`src/rtl/bus_arbiter.sv`:
```
// bus_arbiter: four-master round-robin bus arbiter with a begin-wait timeout and a busy watchdog
module bus_arbiter #(
  parameter int timeoutCycles = 1024,
  parameter int beginWaitCycles = 8
) (
  input  logic       clock,
  input  logic       reset,
  input  logic [3:0] busRequests,
  input  logic       beginTransactionIn,
  input  logic       endTransactionIn,
  output logic [3:0] busGrants,
  output logic [1:0] activeMaster,
  output logic       busActive,
  output logic       busErrorOut,
  output logic       endTransactionOut
);
  typedef enum logic [2:0] {IDLE, WAIT_BEGIN, BUSY, ERROR, END} arbState;
  arbState state, nextState;
  logic [1:0] lastGrant, winner;
  logic [7:0] waitCounter;
  logic [15:0] watchdog;
  logic waitDone, timedOut, granting;
  assign waitDone = waitCounter == 8'(beginWaitCycles - 1);
  assign timedOut = watchdog == 16'(timeoutCycles - 1);
  assign granting = state == IDLE && |busRequests;
  // Scan downward so the nearest index after lastGrant is assigned last and wins.
  always_comb begin
    winner = lastGrant;
    for (int k = 4; k >= 1; k--)
      if (busRequests[2'(lastGrant + 2'(k))]) winner = 2'(lastGrant + 2'(k));
  end
  always_comb begin
    nextState = state;
    case (state)
      IDLE:       nextState = |busRequests ? WAIT_BEGIN : IDLE;
      WAIT_BEGIN: nextState = beginTransactionIn ? BUSY : waitDone ? IDLE : WAIT_BEGIN;
      BUSY:       nextState = endTransactionIn ? IDLE : timedOut ? ERROR : BUSY;
      ERROR:      nextState = END;
      default:    nextState = IDLE;
    endcase
  end
  always_ff @(posedge clock or negedge reset)
    if (!reset) begin
      state <= IDLE;
      busGrants <= '0;
      activeMaster <= 2'd0;
      lastGrant <= 2'd3;
      busActive <= 1'b0;
      busErrorOut <= 1'b0;
      endTransactionOut <= 1'b0;
      waitCounter <= '0;
      watchdog <= '0;
    end else begin
      state <= nextState;
      busGrants <= granting ? 4'b0001 << winner : 4'b0000;
      activeMaster <= granting ? winner : activeMaster;
      lastGrant <= granting ? winner : lastGrant;
      busActive <= nextState != IDLE;
      busErrorOut <= nextState == ERROR;
      endTransactionOut <= nextState == END;
      waitCounter <= state == WAIT_BEGIN ? waitCounter + 8'd1 : '0;
      watchdog <= state != BUSY ? '0 : timedOut ? watchdog : watchdog + 16'd1;
    end
endmodule

```
`config.mk`:
```
export PLATFORM = sky130hd
export DESIGN_NAME = bus_arbiter
export DESIGN_NICKNAME = d
export VERILOG_FILES = /design/src/rtl/bus_arbiter.sv
export SDC_FILE = /design/constraint.sdc
export NUM_CORES = 1
export LEC_CHECK = 0
export ABC_AREA = 0
export ABC_CLOCK_PERIOD_IN_PS = 2100
export CORE_MARGIN = 2
export CORE_UTILIZATION = 30
export CTS_BUF_LIST = sky130_fd_sc_hd__clkbuf_4
export CTS_CLUSTER_SIZE = 8
export DETAILED_ROUTE_END_ITERATION = 10
export DONT_BUFFER_PORTS = 1
export PLACE_DENSITY_LB_ADDON = 0.2
export RECOVER_POWER = 25
export SYNTH_ARGS = -nofsm -noshare
export SYNTH_HDL_FRONTEND = slang
export SYNTH_SLANG_ARGS = --single-unit
```
`constraint.sdc`:
```
create_clock -name clock -period 2.1 [get_ports clock]
set_clock_uncertainty 0.1 [all_clocks]
set_input_delay 0.21 -clock clock [delete_from_list [all_inputs] [get_ports clock]]
set_output_delay 0.21 -clock clock [all_outputs]
set_load 0.05 [all_outputs]
```
==> results.toml <==
[synth]
synth_top_area_cell = "dfrtp_1"
synth_edf_count = 0
synth_most_common_cell = "dfrtp_1"
synth_top_cell_area_share_pct = 48.2
async_flop_share_pct = 100
syn-instance-count = 177
synthTopCellsByArea = "dfrtp_1 (48%), nor2_1 (3.0%), dfstp_2 (2.8%)"
yosysSeqAreaShare_pct = 51.0
synth.yosys.warnings = 0
netlist_area_mm2 = 0.00187
ys_ff_latch = 38
yosys-top-cells-count = "dfrtp_1 (36), nor2_1 (15), nand2_1 (13), and3_1 (8), nand3_1 (8)"
synth_area_per_cell_um2 = 10.6
ys_types = 43
synthFlopType = "dfrtp_1"
syn-num-nets = 187

[grt]
met3_usage_pct = 3.88
antenna_found_initial = 0
overflow = 0
grt_use_met2_pct = 19.8
grt-busiest-layer = "met2"
grt_pass1_wl_um = 6750
grt_max_degree = 39
grt_use_total_pct = 12.0
grtUsageMet1_pct = 14.8
grt_pass1_vias = 1420

[drt]
ant_nets = 0
firstDrtPassIters = 4
via_per_inst = 5.32
vias = 1383
totalWireLength_um = 3790
routedWlPerCell_um = 14.6
first_iter_violations = 48
drc = 0

[timing]
worst_pin_slew_ps = 951
timing.fmax_mhz = 514
setup_violations = 0
slew_headroom_pct = 36.6
drv_slew = 0
rsz0062_at_grt = "false"
period_minus_slack_ps = 1950
fin_tns_setup_ps = 0
final_hold_viol_count = 0
hold_ws_ps = 25.9
fin_crit_sh_pct = 92.6

[critical_path]
cp-end-kind = "flop"
cpPeakStageDelay_ps = 540
cpLargestDelayFamily = "simple AND/OR/NAND/NOR gates"
reg2reg_slack_ps = 150
crit_path_max_fanout = 8
critPathRequiredTime_ps = 2270
cp_slowest_cell = "or4_1"
crit_arrival_ps = 2110
critPathLaunchType = "flop"
path_cells = "ha_1 > and3_1 > nand2_1 > or4_1 > a21oi_1"
cp_num_buf_inv = 0
critical_path_class = "flop to flop"

[place]
dp_cells = 248
numPortBuffers = 0
dp_hpwl_um = 2620
place.gp.congestion = 0.809

[floorplanning]
die_h_um = 82.9
fp.dieW_um = 82.9
initial_utilization_pct = 31.4
ios = 17
dieArea_mm2 = 0.00687
rows = 28
coreArea_mm2 = 0.00596

[clock_network]
cts-resized-gates = 0
root_buffer = "clkbuf_4"
clockBufferDepth = 2
worstSkewPairLatency_ps = 340
holdBufCountCts = 4
cts_tree = "done"
cts.sinks = 38
htreeDepth = 2
cts_buffers = 5
clk_pin_slew_ps = 130
cts_setup_buffers = 0

[worst_hold_path]
hold_class = "input pin to flop"

[outcome]
status = "completed"

[pwr]
leakage_nw = 0.921
power_density_mw_per_mm2 = 1120
ir_worst_vdd_v = 0.000603

[final_layout]
final_cells = 260
postLayoutCoreUtil_pct = 35.0
area_growth_pct = 11.7
drive_gt1_share_pct = 12.4
final_nets = 194
n_antenna_cell = 0

[run]
drv_cap = 0
==> logic make-up after synthesis <==
| kind of cell | count (synthesis) | share of synthesized area (%) |
|---|---|---|
| compound gates | 31 | 11.9 |
| xor+xnor | 9 | 4.22 |
| fa+ha+maj | 2 | 1.34 |
| buf+inv | 12 | 3.08 |
| flops | 38 | 51.0 |
| mux | 5 | 2.81 |
| simple gates | 80 | 25.6 |
==> state kept, by name, indices dropped and copies added (netlist names), 2 cells and up <==
register,flops
waitCounter,8
lastGrant,2
state,3
watchdog,16
activeMaster,2
busGrants,4
==> worst reg2reg max path: cells and delay by family, from the launching register on <==
| family | cells | cell delay [ps] |
|---|---|---|
| adder cells (fa/ha/maj) | 1 | 300 |
| flip-flops | 1 | 400 |
| AND/OR/NAND/NOR | 3 | 920 |
| AO/OA/AOI/OAI | 1 | 150 |
==> metal layers <==
metal  vias to the layer above  wire [µm]
met5                         -          0
met4                         0         50
met3                         5        177
met2                        27       1750
met1                       693       1810
li1                        658          -
==> metrics by stage <==
stage | instance area, µm² | setup WS (ps) | power [mW]
6_report | 2090 | 155 | 2.34
5_1_grt | 2090 | 1.12 | 2.50
4_1_cts | 2100 | 159 | 2.38
3_5_place_dp | 1950 | 189 | 1.72
3_3_place_gp | 1950 | 282 | 1.70
2_1_floorplan | 1870 | 385 | 1.60
==> worst paths after layout <==
kind / from / to / cells past startpoint
min in group asynchronous: reset / busGrants[1]$_DFF_PN0_ / 2
max: watchdog[0]$_DFFE_PN0P_ / watchdog[10]$_DFFE_PN0P_ / 5
min: busRequests[2] / lastGrant[1]$_DFFE_PN1P_ / 2
max reg2reg: watchdog[0]$_DFFE_PN0P_ / watchdog[10]$_DFFE_PN0P_ / 5
max in group asynchronous: reset / watchdog[4]$_DFFE_PN0P_ / 2
min reg2reg: waitCounter[0]$_DFF_PN0_ / waitCounter[0]$_DFF_PN0_ / 1
==> layout by cell type (no fill, tap or decap), types with 4 or more instances in the layout <==
cell type / netlist / final
dfrtp_1: 36 / 36
nor2_1: 15 / 15
nand2_1: 13 / 13
and3_1: 8 / 8
nand3_1: 8 / 8
a21oi_1: 7 / 7
xor2_1: 6 / 6
nand4_1: 6 / 6
o21ai_0: 5 / 5
clkbuf_4: 0 / 5
inv_1: 4 / 4
or4_1: 4 / 4
buf_4: 0 / 4
==> layout make-up <==
class                   count  area, µm²
fillers                   606       3870
flip-flops and latches     38        953
multi-input cells         127        857
well taps                  75       93.8
repair buffers              8       65.1
clock inverters             3       63.8
clock buffers               5       37.5
inverters                   4       15.0
==> report_power, final <==
part           switching (mW)  total [mW]  internal [mW]
logic                   0.270       0.514          0.244
registers               0.333        1.21          0.875
clock network           0.248       0.615          0.367
total                   0.851        2.34           1.49
Note: power is estimated with default switching activity, not from simulation.
